===== config.mk =====
export PLATFORM = sky130hd
export DESIGN_NAME = seeg_axil_regs
export DESIGN_NICKNAME = d
export VERILOG_FILES = /design/src/rtl/seeg_axil_regs.sv
export SDC_FILE = /design/constraint.sdc
export NUM_CORES = 1
export LEC_CHECK = 0
export ABC_AREA = 1
export BUFFER_PORTS_ARGS = -buffer_cell sky130_fd_sc_hd__buf_2
export CORE_ASPECT_RATIO = 0.8
export CORE_MARGIN = 1.5
export CORE_UTILIZATION = 25
export DETAILED_ROUTE_END_ITERATION = 12
export MAX_ROUTING_LAYER = met4
export SETUP_SLACK_MARGIN = 0.02
export SLEW_MARGIN = 15
export SYNTH_ARGS = -nofsm -noshare
export SYNTH_HDL_FRONTEND = slang
export SYNTH_SLANG_ARGS = --single-unit

===== constraint.sdc =====
create_clock -name S_AXI_ACLK -period 2.05 [get_ports S_AXI_ACLK]
set_clock_uncertainty 0.15 [all_clocks]
set_input_delay 0.3075 -clock S_AXI_ACLK [delete_from_list [all_inputs] [get_ports S_AXI_ACLK]]
set_output_delay 0.3075 -clock S_AXI_ACLK [all_outputs]
set_load 0.02 [all_outputs]

===== src/rtl/seeg_axil_regs.sv =====
// ---------------------------------------------------------------------------
// seeg_axil_regs
//
// AXI4-Lite slave register bank for the sEEG top. The PS-side master uses it
// to configure the acquisition front end (enable, soft reset, per-line MISO
// delays). It also reads back a status word and a constant ID.
//
// Register map (byte offsets, only address bits [ADDR_WIDTH-1:2] decoded):
//   0x00 CTRL       RW  bit0 enable, bit1 soft reset (self-clearing, reads 0)
//   0x04 STATUS     RO  status_in, sampled when the read address is accepted
//   0x08 ID         RO  ID_VALUE
//   0x0C SCRATCH    RW  32-bit
//   0x78 MISO_DELAY RW  8 nibbles, nibble k = delay for MISO line k
//   other offsets:  write ignored / read 0, SLVERR response
//
// Ports:
//   S_AXI_ACLK, S_AXI_ARESETN   clock, asynchronous active-low reset
//   S_AXI_AW*/W*/B*             write address, data and response channels
//   S_AXI_AR*/R*                read address and data channels
//   ctrl_enable                 CTRL[0]
//   soft_reset                  one-cycle pulse when 1 is written to CTRL[1]
//   miso_delay                  MISO_DELAY register contents
//   miso_delay_upd              one-cycle pulse when MISO_DELAY is written
//   status_in                   live status word returned at STATUS
// ---------------------------------------------------------------------------
module seeg_axil_regs #(
  parameter int          ADDR_WIDTH       = 8,
  parameter logic [31:0] ID_VALUE         = 32'h5EE60001,
  parameter logic [31:0] MISO_DELAY_RESET = 32'h11111111
) (
  input  logic                  S_AXI_ACLK,
  input  logic                  S_AXI_ARESETN,
  input  logic [ADDR_WIDTH-1:0] S_AXI_AWADDR,
  input  logic [2:0]            S_AXI_AWPROT,
  input  logic                  S_AXI_AWVALID,
  output logic                  S_AXI_AWREADY,
  input  logic [31:0]           S_AXI_WDATA,
  input  logic [3:0]            S_AXI_WSTRB,
  input  logic                  S_AXI_WVALID,
  output logic                  S_AXI_WREADY,
  output logic [1:0]            S_AXI_BRESP,
  output logic                  S_AXI_BVALID,
  input  logic                  S_AXI_BREADY,
  input  logic [ADDR_WIDTH-1:0] S_AXI_ARADDR,
  input  logic [2:0]            S_AXI_ARPROT,
  input  logic                  S_AXI_ARVALID,
  output logic                  S_AXI_ARREADY,
  output logic [31:0]           S_AXI_RDATA,
  output logic [1:0]            S_AXI_RRESP,
  output logic                  S_AXI_RVALID,
  input  logic                  S_AXI_RREADY,
  output logic                  ctrl_enable,
  output logic                  soft_reset,
  output logic [31:0]           miso_delay,
  output logic                  miso_delay_upd,
  input  logic [31:0]           status_in
);

  localparam logic [ADDR_WIDTH-1:0] OFF_CTRL    = ADDR_WIDTH'(32'h00);
  localparam logic [ADDR_WIDTH-1:0] OFF_STATUS  = ADDR_WIDTH'(32'h04);
  localparam logic [ADDR_WIDTH-1:0] OFF_ID      = ADDR_WIDTH'(32'h08);
  localparam logic [ADDR_WIDTH-1:0] OFF_SCRATCH = ADDR_WIDTH'(32'h0C);
  localparam logic [ADDR_WIDTH-1:0] OFF_MISO    = ADDR_WIDTH'(32'h78);

  localparam logic [1:0] RESP_OKAY   = 2'b00;
  localparam logic [1:0] RESP_SLVERR = 2'b10;

  typedef enum logic [2:0] {
    WR_IDLE,
    WR_HAVE_AW,
    WR_HAVE_W,
    WR_COMMIT,
    WR_RESP
  } wr_state_e;

  typedef enum logic {
    RD_IDLE,
    RD_RESP
  } rd_state_e;

  wr_state_e wr_state_q, wr_state_d;
  rd_state_e rd_state_q, rd_state_d;

  logic awready_q, awready_d;
  logic wready_q, wready_d;
  logic arready_q, arready_d;

  logic [ADDR_WIDTH-3:0] aw_word_q;
  logic [31:0]           wdata_q;
  logic [3:0]            wstrb_q;
  logic [1:0]            bresp_q;
  logic [31:0]           rdata_q;
  logic [1:0]            rresp_q;

  logic        ctrl_enable_q;
  logic        soft_reset_q;
  logic        miso_upd_q;
  logic [31:0] scratch_q;
  logic [31:0] miso_delay_q;

  logic                  aw_hs, w_hs, ar_hs, commit;
  logic [ADDR_WIDTH-1:0] wr_off, rd_off;
  logic [31:0]           wmask;
  logic [1:0]            wr_resp_d;
  logic [31:0]           rd_data_d;
  logic [1:0]            rd_resp_d;

  // Protection bits and the byte lane of the address carry no meaning here.
  logic unused_ok;
  assign unused_ok = ^{S_AXI_AWPROT, S_AXI_ARPROT, S_AXI_AWADDR[1:0], S_AXI_ARADDR[1:0]};

  assign aw_hs  = S_AXI_AWVALID && awready_q;
  assign w_hs   = S_AXI_WVALID && wready_q;
  assign ar_hs  = S_AXI_ARVALID && arready_q;
  assign commit = (wr_state_q == WR_COMMIT);

  assign wr_off = {aw_word_q, 2'b00};
  assign rd_off = {S_AXI_ARADDR[ADDR_WIDTH-1:2], 2'b00};
  assign wmask  = {{8{wstrb_q[3]}}, {8{wstrb_q[2]}}, {8{wstrb_q[1]}}, {8{wstrb_q[0]}}};

  // Write FSM state register. Ready flags are registered so they are low
  // throughout reset and only rise on the first edge after release.
  always_ff @(posedge S_AXI_ACLK or negedge S_AXI_ARESETN) begin
    if (!S_AXI_ARESETN) begin
      wr_state_q <= WR_IDLE;
      awready_q  <= 1'b0;
      wready_q   <= 1'b0;
    end else begin
      wr_state_q <= wr_state_d;
      awready_q  <= awready_d;
      wready_q   <= wready_d;
    end
  end

  // Write FSM next state: AW and W may arrive in either order or together;
  // a channel is ready only while nothing is held for it and no B is pending.
  always_comb begin
    wr_state_d = wr_state_q;
    case (wr_state_q)
      WR_IDLE: begin
        if (aw_hs && w_hs) wr_state_d = WR_COMMIT;
        else if (aw_hs)    wr_state_d = WR_HAVE_AW;
        else if (w_hs)     wr_state_d = WR_HAVE_W;
      end
      WR_HAVE_AW: if (w_hs)         wr_state_d = WR_COMMIT;
      WR_HAVE_W:  if (aw_hs)        wr_state_d = WR_COMMIT;
      WR_COMMIT:                    wr_state_d = WR_RESP;
      WR_RESP:    if (S_AXI_BREADY) wr_state_d = WR_IDLE;
      default:                      wr_state_d = WR_IDLE;
    endcase
    awready_d = (wr_state_d == WR_IDLE) || (wr_state_d == WR_HAVE_W);
    wready_d  = (wr_state_d == WR_IDLE) || (wr_state_d == WR_HAVE_AW);
  end

  // Write response decode: read-only registers accept and drop the write.
  always_comb begin
    wr_resp_d = RESP_SLVERR;
    case (wr_off)
      OFF_CTRL, OFF_STATUS, OFF_ID, OFF_SCRATCH, OFF_MISO: wr_resp_d = RESP_OKAY;
      default: wr_resp_d = RESP_SLVERR;
    endcase
  end

  // Captured write address/data, held until the commit edge.
  always_ff @(posedge S_AXI_ACLK or negedge S_AXI_ARESETN) begin
    if (!S_AXI_ARESETN) begin
      aw_word_q <= '0;
      wdata_q   <= '0;
      wstrb_q   <= '0;
    end else begin
      if (aw_hs) aw_word_q <= S_AXI_AWADDR[ADDR_WIDTH-1:2];
      if (w_hs) begin
        wdata_q <= S_AXI_WDATA;
        wstrb_q <= S_AXI_WSTRB;
      end
    end
  end

  // Register file update on the commit edge. The pulse outputs default low
  // every cycle so they are high only in the cycle following a commit.
  always_ff @(posedge S_AXI_ACLK or negedge S_AXI_ARESETN) begin
    if (!S_AXI_ARESETN) begin
      ctrl_enable_q <= 1'b0;
      soft_reset_q  <= 1'b0;
      miso_upd_q    <= 1'b0;
      scratch_q     <= '0;
      miso_delay_q  <= MISO_DELAY_RESET;
      bresp_q       <= RESP_OKAY;
    end else begin
      soft_reset_q <= 1'b0;
      miso_upd_q   <= 1'b0;
      if (commit) begin
        bresp_q <= wr_resp_d;
        case (wr_off)
          OFF_CTRL: begin
            if (wstrb_q[0]) begin
              ctrl_enable_q <= wdata_q[0];
              soft_reset_q  <= wdata_q[1];
            end
          end
          OFF_SCRATCH: scratch_q <= (scratch_q & ~wmask) | (wdata_q & wmask);
          OFF_MISO: begin
            miso_delay_q <= (miso_delay_q & ~wmask) | (wdata_q & wmask);
            miso_upd_q   <= |wstrb_q;
          end
          default: ;
        endcase
      end
    end
  end

  // Read FSM state register.
  always_ff @(posedge S_AXI_ACLK or negedge S_AXI_ARESETN) begin
    if (!S_AXI_ARESETN) begin
      rd_state_q <= RD_IDLE;
      arready_q  <= 1'b0;
    end else begin
      rd_state_q <= rd_state_d;
      arready_q  <= arready_d;
    end
  end

  // Read FSM next state: a single outstanding read.
  always_comb begin
    rd_state_d = rd_state_q;
    case (rd_state_q)
      RD_IDLE: if (ar_hs)        rd_state_d = RD_RESP;
      RD_RESP: if (S_AXI_RREADY) rd_state_d = RD_IDLE;
      default:                   rd_state_d = RD_IDLE;
    endcase
    arready_d = (rd_state_d == RD_IDLE);
  end

  // Read mux uses register values before any same-edge commit lands.
  always_comb begin
    rd_data_d = '0;
    rd_resp_d = RESP_OKAY;
    case (rd_off)
      OFF_CTRL:    rd_data_d = {31'b0, ctrl_enable_q};
      OFF_STATUS:  rd_data_d = status_in;
      OFF_ID:      rd_data_d = ID_VALUE;
      OFF_SCRATCH: rd_data_d = scratch_q;
      OFF_MISO:    rd_data_d = miso_delay_q;
      default:     rd_resp_d = RESP_SLVERR;
    endcase
  end

  // Read data is registered at the address handshake and held until taken.
  always_ff @(posedge S_AXI_ACLK or negedge S_AXI_ARESETN) begin
    if (!S_AXI_ARESETN) begin
      rdata_q <= '0;
      rresp_q <= RESP_OKAY;
    end else if (ar_hs) begin
      rdata_q <= rd_data_d;
      rresp_q <= rd_resp_d;
    end
  end

  assign S_AXI_AWREADY  = awready_q;
  assign S_AXI_WREADY   = wready_q;
  assign S_AXI_BVALID   = (wr_state_q == WR_RESP);
  assign S_AXI_BRESP    = bresp_q;
  assign S_AXI_ARREADY  = arready_q;
  assign S_AXI_RVALID   = (rd_state_q == RD_RESP);
  assign S_AXI_RDATA    = rdata_q;
  assign S_AXI_RRESP    = rresp_q;
  assign ctrl_enable    = ctrl_enable_q;
  assign soft_reset     = soft_reset_q;
  assign miso_delay     = miso_delay_q;
  assign miso_delay_upd = miso_upd_q;

endmodule


### Word-level counts from Yosys, hierarchy flattened

Cells that the tools add are included.

* bits in registers: 152
* bits of input ports: 97
* output and inout bits: 76
* word-level logic and storage cells: 72

* eq/ne operators: 14
* muxes and demuxes: 18
* bitwise gates (word level): 8
* reduce and logical (&&, ||, !) cells: 16

Operators with widths (number)
* case mux 32 bit (5 select lines): 1
* bitwise AND 32 bit: 3
* OR 32 bit: 2
* inverter 32 bit: 1
* == test 6 x 2 -> 1 bit, second input constant: 4
* 2-to-1 mux 3 bit: 6
* zero test 8 bit: 2
* case mux 3 bit (5 select lines): 1
* == test 6 x 1 -> 1 bit, second input constant: 2
* == test 6 x 5 -> 1 bit, second input constant: 2
* OR reduction 5 bit: 2
* == test 3 x 2 -> 1 bit, second input constant: 3
* 2-to-1 mux 1 bit: 7
* == test 3 x 1 -> 1 bit, second input constant: 2
* zero test 3 bit: 2
* logical AND 1 bit: 4
* 2-to-1 mux 2 bit: 2
* AND reduction 2 bit: 2
* OR reduction 4 bit: 1
* == test 3 bit, second input constant: 1
* AND reduction 3 bit: 1
* logical OR 1 bit: 2
* inverter 1 bit: 2
* case mux 1 bit (2 select lines): 1

### Depth between registers and ports, before layout

Gate-level depths: netlist (run 1).

* depth after elaboration: 7
* gate-level depth with buffers: 10
* depth with buffers taken out: 9

### Worst setup path before layout (run 1)

No wires, ideal clock.

* kind: flip-flop to flip-flop
* start point: reg wr_state_q[2]
* end point: reg with a tool-made name
* setup time: 0.117 ns
* arrival: 1.302 ns
* required time: 1.783 ns
* path slack: 0.480 ns
* cell stages (with the launch flop): 8
* buffers on the path: 1
* period minus slack after synthesis: 1.570 ns
* cell sequence: dfrtp_1 inv_1 nand3_2 nor3_4 nand2_4 buf_6 nand2_2 o21ai_2

RTL lines
* start, declared: RTL line 81 `wr_state_e wr_state_q, wr_state_d;`
* start signal, assigned: RTL line 129 `wr_state_q <= wr_state_d;`

==> metrics.cfg, run 1 <==
[logic_synthesis]
avgSynthCellArea_sq_um=8.44
synth_largest_area_cell=dfrtp_1
synth_edf_count=0
synth_most_common_cell=nand2_1
ys_ff_latch=150
syn_area_sq_um=6660
ys_seq_area_share_pct=56.5
yosysTopAreaCellShare_pct=53.4
yosys-top-cells-area=dfrtp_1, nand2_1, nand3_1
yosysWarnings=0
synth_cell_types=24
ys_top_cells_by_count=nand2_1, dfrtp_1, nand3_1, nor2_1, inv_1
synth_ff_type=dfrtp_1
syn_inst=789
synthArstFlopShare_pct=100

[placement]
post_dp_cell_area_sq_um=8010
port_buffers=160
hpwl_um=14800
globalplace.congestion=0.814

[die]
die_area_sq_um=27600
ios=173
core_area_sq_um=26200
start_util_pct=25.4
die_x_um=185
die_h_um=149
core.rowCount=53

[power_and_ir_drop]
ir_worst_vdd_mv=0.530
powerDensity_nw_per_um2=1100
p_leak_nw=4.88
finalPower_mw=9.87

[worst_setup_path]
cp_slowest_stage_delay_ns=0.39
crit_arrival_ns=1.90
path_buf_inv=2
worst_path_max_delay_cell=dfrtp_1
cp-end-kind=flip-flop
path_cells=inv_1, nand3_2, nor3_4, buf_4, nand2_4, nand2_1, o21ai_2
cpLargestDelayFamily=simple AND/OR/NAND/NOR gates
critPathRequiredTime_ns=2.21
worstSetupPathType=flip-flop to flip-flop
crit_fanout=17
worstSetupStartpointType=flip-flop

[clocking]
cts_tree=yes
htreeDepth=4
cts_max_path_buffers=2
clock_latency_ns=0.42
path_clk_slew_ns=0.06
post_cts_resized=0
ctsHoldBuffers=33
root_buffer=clkbuf_16
cts_setup_buffers=0
numCtsBuffers=17
clock-sinks=150

[global_route]
grt_pass1_wl_um=32000
grt_overflow_total=0
grt_pass1_vias=5672
antenna_found_initial=2
grt_usage_pct=15.8
grt_max_degree=47

[sta]
finalCritPeriodShare_pct=85.3
relSlewSlack_pct=58.0
hold-worst-slack_ns=0.00985
max_freq_ghz=0.572
rsz0062_at_grt=false
setup_tns_ns=0
finalHoldViolCount=0
min_period_ns=1.75
worst_pin_slew_ns=0.628
drv_slew=0
setup_viol=0

[worst_hold_path]
hold_class=primary input to flip-flop

[route]
drc_errors=0
drtIter0Drc=429
dr.pass1.iters=5
vias=5894
routedWlPerCell_um=15.0
vias_per_cell=4.33
routed_wl_um=20400
antenna_left=0

[cells_and_area]
syn_to_final_growth_pct=34.6
utilization_pct=34.2
finalNetCount=1088
drive_above_1_share_pct=26.6
fin_area_sq_um=8960

[flow_run]
max_cap_viol_count=0

[status]
status=finished, final reports clean

-- final cells by class --
cell class | instances | area [sq um]
Fill cell | 2737 | 17200
Sequential cell | 150 | 3760
Multi-Input combinational cell | 551 | 2530
Timing Repair Buffer | 216 | 1400
Clock buffer | 21 | 460
Tap cell | 357 | 447
Inverter | 55 | 206
Clock inverter | 10 | 143
Antenna cell | 2 | 5.00
-- worst reg2reg max path, cell delays in order, from the launching register on --
cell and delay [ns]:
dfrtp_1 0.39, inv_1 0.08, nand3_2 0.15, nor3_4 0.19
buf_4 0.29, nand2_4 0.21, nand2_1 0.13, o21ai_2 0.06
-- layout by cell type (no fill, tap or decap), types with 3 or more instances in the layout --
master           n
nand2_1        295
buf_2          159
dfrtp_1        142
nand3_1         94
nor2_1          60
inv_1           55
dlygate4sd3_1   34
a21oi_1         28
mux2_2          17
clkbuf_16       17
o21ai_2         16
buf_4           15
nand4_1         12
nand2_2          8
dfstp_2          8
buf_12           7
o21ai_0          6
inv_6            4
nor3_1           3
o21ai_1          3
nor2_2           3
bufinv_16        3
-- final timing paths --
kind                                          from                          end  slack (ns)  depth (start not counted)
min in group asynchronous            S_AXI_ARESETN  S_AXI_RDATA[26]$_DFFE_PN0P_        0.26                          2
setup / recovery           wr_state_q[2]$_DFF_PN0_                    flip-flop        0.30                          7
hold reg to reg             wdata_q[1]$_DFFE_PN0P_                    flip-flop        0.31                          2
hold / removal                     S_AXI_WDATA[20]      wdata_q[20]$_DFFE_PN0P_        0.01                          3
max in group asynchronous            S_AXI_ARESETN   asynchronous set/reset pin        0.82                          3
setup reg to reg           wr_state_q[2]$_DFF_PN0_                    flip-flop        0.30                          7
-- through the flow --
| stage | std cells | worst slack [ns] |
|---|---|---|
| floorplan | 790 | 0.480 |
| global placement | 1295 | 0.354 |
| detailed placement | 1295 | 0.311 |
| CTS | 1359 | 0.298 |
| global route | 1362 | 0.153 |
| finish | 1362 | 0.302 |
-- metal layers --
metal | part of all wire, % | GRT usage, %
met1 | 49 | 21.7
met2 | 45 | 23.4
met3 | 4.8 | 3.64
met4 | 1.4 | 4.31
met5 | 0 | -
-- power breakdown --
part	internal [mW]	leakage, nW	total, mW	switching [mW]
combinational	0.833	2.67	2.20	1.37
sequential	3.81	1.92	4.42	0.618
clock	1.99	0.295	3.24	1.26
-- logic make-up (layout without fill, tap and decap cells) --
logic type,count (synthesis),count (layout),share of synthesized area [%]
buffers and inverters,89,302,5.56
other,1,4,0.0563
multiplexers,17,17,2.88
flip-flops,150,150,56.5
AND/OR/NAND/NOR,479,479,30.1
AO/OA/AOI/OAI,53,53,4.89
Power figures use the tool's default switching activity.
==> run 2: changes to the inputs <==
Settings changed: ABC_AREA 1 to not set, GPL_TIMING_DRIVEN set to 0.
==> metrics.cfg, run 2 <==
[global_route]
grt_pass1_wl_um=27100
grt_overflow_total=0
antenna_found_initial=3
grt_max_degree=100
grt_usage_pct=13.9
grt_pass1_vias=4503

[power_and_ir_drop]
ir_worst_vdd_mv=0.492
p_leak_nw=4.34
powerDensity_nw_per_um2=1110

[worst_setup_path]
cp-end-kind=flip-flop
critPathRequiredTime_ns=2.20
r2r.worst_path.cells=3
crit_arrival_ns=2.03
crit_fanout=8
worstSetupStartpointType=flip-flop
startpoint=aw_word_q[2]$_DFFE_PN0P_
ff2ff_setup_slack_ns=0.17
regToRegStartpoint=aw_word_q[2]$_DFFE_PN0P_
worstSetupPathType=flip-flop to flip-flop

[sta]
rsz0062_at_grt=false
setup_viol=0
min_period_ns=1.88
drv_slew=0
worst_pin_slew_ns=0.569
finalHoldViolCount=0
max_freq_ghz=0.532
finalCritPeriodShare_pct=91.6
relSlewSlack_pct=61.7

[clocking]
clock-sinks=150
path_clk_slew_ns=0.06
htreeDepth=4
cts_max_path_buffers=2
cts_tree=yes
cts_setup_buffers=0
clock_latency_ns=0.42
root_buffer=clkbuf_16
numCtsBuffers=17

[route]
routed_wl_um=17900
dr.pass1.iters=4
antenna_left=0
routedWlPerCell_um=17.2
vias_per_cell=4.37
drtIter0Drc=140
drc_errors=0
vias=4556

[logic_synthesis]
synthArstFlopShare_pct=100
ys_ff_latch=150
synth_edf_count=0
ys_top_cells_by_count=dfrtp_1, mux2_2, and2_1, a221o_1, nor2_1
ys_seq_area_share_pct=57.8
yosysTopAreaCellShare_pct=54.5
synth_cell_types=41
syn_inst=451
avgSynthCellArea_sq_um=14.4
synth_ff_type=dfrtp_1
synth_largest_area_cell=dfrtp_1
synth_most_common_cell=dfrtp_1
yosysWarnings=0
syn_area_sq_um=6510
yosys-top-cells-area=dfrtp_1, mux2_2, a221o_1

[die]
core_area_sq_um=25400
start_util_pct=25.6
ios=173
die_h_um=147
die_x_um=183
core.rowCount=52
die_area_sq_um=27000

[cells_and_area]
mostFrequentLayoutCell=buf_2
syn_to_final_growth_pct=35.6
utilization_pct=34.7
finalNetCount=772
layout_common_cells=buf_2, dfrtp_1, mux2_2
finalNonFillerCells=1042
fillers=2501
drive_above_1_share_pct=52.5
fin_area_sq_um=8830

[flow_run]
max_cap_viol_count=0

[placement]
hpwl_um=12500
post_dp_cell_area_sq_um=7790
port_buffers=159
dp.cells=963
globalplace.congestion=0.757

[status]
status=finished, final reports clean

[worst_hold_path]
hold_class=primary input to flip-flop
hold_path_startpoint=S_AXI_AWVALID
hold_depth=3
holdPathEnd=wr_state_q[0]$_DFF_PN0_

==> run 2: cell count changes in the layout (fill, tap and decap cells not counted), moves of 16 or more <==
cell | previous run | this run
nand2_1 | 295 | 6
mux2_2 | 17 | 124
nand3_1 | 94 | 2
inv_1 | 55 | 2
nor2_1 | 60 | 14
and2_1 | 0 | 24
a221o_1 | 0 | 22
a21oi_1 | 28 | 12
o21ai_2 | 16 | 0
==> run 2: metal layers <==
metal  part of all wire (%)  global-route usage (%)
met2                     47                    21.3
met1                     47                    18.2
met3                    4.5                    3.42
met5                      0                       -
met4                    1.6                    4.22
==> run 2: timing repair <==
action | 4_1_cts | 5_1_grt
pin swaps | 0 | 0
hold endpoints to repair | 95 | 0
hold buffers | 44 | 0
setup endpoints to repair | 11 | 1
gates resized for setup | 1 | 2
cloned | 0 | 0
==> run 2: logic make-up (layout without fill, tap and decap cells) <==
group / after synthesis / after routing / synth area share [%]
flip-flops: 150 / 150 / 57.8
multiplexers: 130 / 130 / 22.7
AND/OR/NAND/NOR: 75 / 75 / 9.05
AO/OA/AOI/OAI: 67 / 67 / 7.93
buffers and inverters: 28 / 264 / 2.54
other: 1 / 5 / 0.0576
==> run 2: critical path, stage by stage, from the launching register on <==
cell	delay, ns
dfrtp_1	0.41
nor3_4	0.48
nand4_4	0.34
mux2_4	0.38
==> run 2: per-stage QoR <==
stage               TNS (ns)  worst slack [ns]  hold WS [ns]  total power [mW]
finish                     0             0.172        0.0343              9.76
global route               0            0.0965        0.0299              10.3
CTS                        0            0.0932        0.0142              9.91
detailed placement    -0.545           -0.0760        0.0992              6.57
global placement     -270.77             -1.87         0.299              6.50
floorplan                  0             0.404        -0.138              5.77
==> run 2: final cells by class <==
class	instances	area, sq um	share of cell area, %
plain buffers	26	160	1.81
well taps	351	439	4.97
multi-input cells	274	2590	29.3
inverters	2	7.51	0.0850
flip-flops and latches	150	3760	42.6
diodes	3	7.51	0.0850
repair buffers	204	1270	14.4
clock buffers	20	437	4.94
clock inverters	12	155	1.76
==> run 2: worst max path at each step <==
stage / endpoint / slack [ns] / cells after the start
6_report: flip-flop / 0.17 / 3
5_1_grt: flip-flop / 0.1 / 3
3_3_place_gp: wdata_q[6]$_DFFE_PN0P_ / -1.87 / 1
3_5_place_dp: S_AXI_RDATA[27]$_DFFE_PN0P_ / -0.08 / 5
2_1_floorplan: S_AXI_RDATA[29]$_DFFE_PN0P_ / 0.40 / 5
4_1_cts: S_AXI_RDATA[27]$_DFFE_PN0P_ / 0.09 / 5
==> run 2: power breakdown <==
| group | internal, mW | switching (mW) |
|---|---|---|
| Clock | 1.92 | 1.30 |
| Sequential | 3.75 | 0.611 |
| Combinational | 1.09 | 1.09 |
| Total | 6.76 | 3.01 |
==> run 3: changes to the inputs <==
Clock period 2.05 ns to 1.75 ns, I/O delays scaled along.
==> metrics.cfg, run 3 (synthesis results as in run 2) <==
[cells_and_area]
fillers=2499
layout_common_cells=buf_2, dfrtp_1, mux2_2
drive_above_1_share_pct=54.0
finalNetCount=789
syn_to_final_growth_pct=39.7
mostFrequentLayoutCell=buf_2
fin_area_sq_um=9100
utilization_pct=35.8

[clocking]
root_buffer=clkbuf_16
cts_tree=yes
clock-sinks=150
numCtsBuffers=17
cts_max_path_buffers=2
path_clk_slew_ns=0.07
htreeDepth=4
clock_latency_ns=0.42

[die]
die_area_sq_um=27000
ios=173
core_area_sq_um=25400
die_x_um=183
die_h_um=147
start_util_pct=25.6
core.rowCount=52

[worst_setup_path]
regToRegStartpoint=wr_state_q[2]$_DFF_PN0_
ff2ff_setup_slack_ns=0.007
startpoint=wr_state_q[2]$_DFF_PN0_
cp-end-kind=flip-flop
crit_fanout=8
critPathRequiredTime_ns=1.91
crit_arrival_ns=1.90
r2r.worst_path.cells=4
worstSetupPathType=flip-flop to flip-flop
worstSetupStartpointType=flip-flop

[global_route]
grt_usage_pct=14.1
grt_pass1_wl_um=27400
grt_pass1_vias=4587
grt_max_degree=100
antenna_found_initial=3
grt_overflow_total=0

[sta]
drv_slew=0
setup_tns_ns=0
rsz0062_at_grt=true
finalHoldViolCount=0
layout_setup_ws_ns=0.00682
max_freq_ghz=0.574
worst_pin_slew_ns=0.571
finalCritPeriodShare_pct=99.6
min_period_ns=1.74
relSlewSlack_pct=61.6
setup_viol=0

[power_and_ir_drop]
powerDensity_nw_per_um2=1290
finalPower_mw=11.7
p_leak_nw=4.48
ir_worst_vdd_mv=0.585

[route]
vias=4590
dr.pass1.iters=4
antenna_left=0
vias_per_cell=4.33
drtIter0Drc=167
drc_errors=0
routedWlPerCell_um=17.1
routed_wl_um=18100

[worst_hold_path]
holdPathEnd=S_AXI_RDATA[1]$_DFFE_PN0P_
hold_class=primary input to flip-flop
hold_depth=3
hold_path_startpoint=status_in[1]

[placement]
post_dp_cell_area_sq_um=7790
port_buffers=159
hpwl_um=12500
place_ws_ns=-0.376
globalplace.congestion=0.757

[status]
status=finished, final reports clean

[flow_run]
max_cap_viol_count=0

[run 3: changes by cell type in the layout (fill, tap and decap cells not counted), sizes merged]
cell / before / now
clkbuf: 27 / 28
dlygate4sd3: 44 / 47
buf: 179 / 192
[run 3: worst max path at each step]
stage,depth (start not counted),slack [ns],endpoint
2_1_floorplan,5,0.10,S_AXI_RDATA[29]$_DFFE_PN0P_
3_3_place_gp,1,-2.13,wdata_q[6]$_DFFE_PN0P_
3_5_place_dp,5,-0.38,S_AXI_RDATA[27]$_DFFE_PN0P_
4_1_cts,6,-0.05,flip-flop
5_1_grt,4,-0.05,flip-flop
6_report,4,0.007,flip-flop
[run 3: critical path, cell delays in order (launching register included)]
cell and delay [ns]:
dfrtp_1 0.37, and4bb_4 0.37, buf_8 0.15, nand4_4 0.22
mux2_4 0.36
[run 3: stage by stage]
step	hold slack (ns)	instances
floorplan	-0.183	452
global placement	0.299	962
detailed placement	0.0542	963
CTS	0.0246	1053
global route	0.0320	1059
finish	0.0516	1059
[run 3: final cells by class]
type                            count  area, sq um  area share (%)
Multi-Input combinational cell    274         2620            28.8
Clock inverter                     12          155            1.71
Clock buffer                       20          437            4.80
Buffer                             25          178            1.95
Sequential cell                   150         3760            41.4
Tap cell                          351          439            4.83
Inverter                            2         7.51          0.0825
Timing Repair Buffer              222         1490            16.4
Antenna cell                        3         7.51          0.0825
[run 3: timing repair]
item                                    4_1_cts  5_1_grt
gates resized for setup                      15        7
endpoints found under the hold margin        98        0
gates cloned                                  1        0
buffers inserted                             11        4
hold buffers                                 47        0
endpoints found under the setup margin      125       74
pin swaps                                     7        5
[run 3: layer usage]
layer	routed length (um)	GRT usage (%)	vias to the layer above
met1	8380	18.2	2296
li1	-	-	2155
met3	876	3.38	17
met5	0	-	-
met4	252	4.22	0
met2	8600	21.9	122
[run 3: where the power goes]
group | internal (mW) | switching [mW] | total (mW)
sequential | 4.39 | 0.685 | 5.08
combinational | 1.49 | 1.36 | 2.86
clock | 2.25 | 1.52 | 3.76
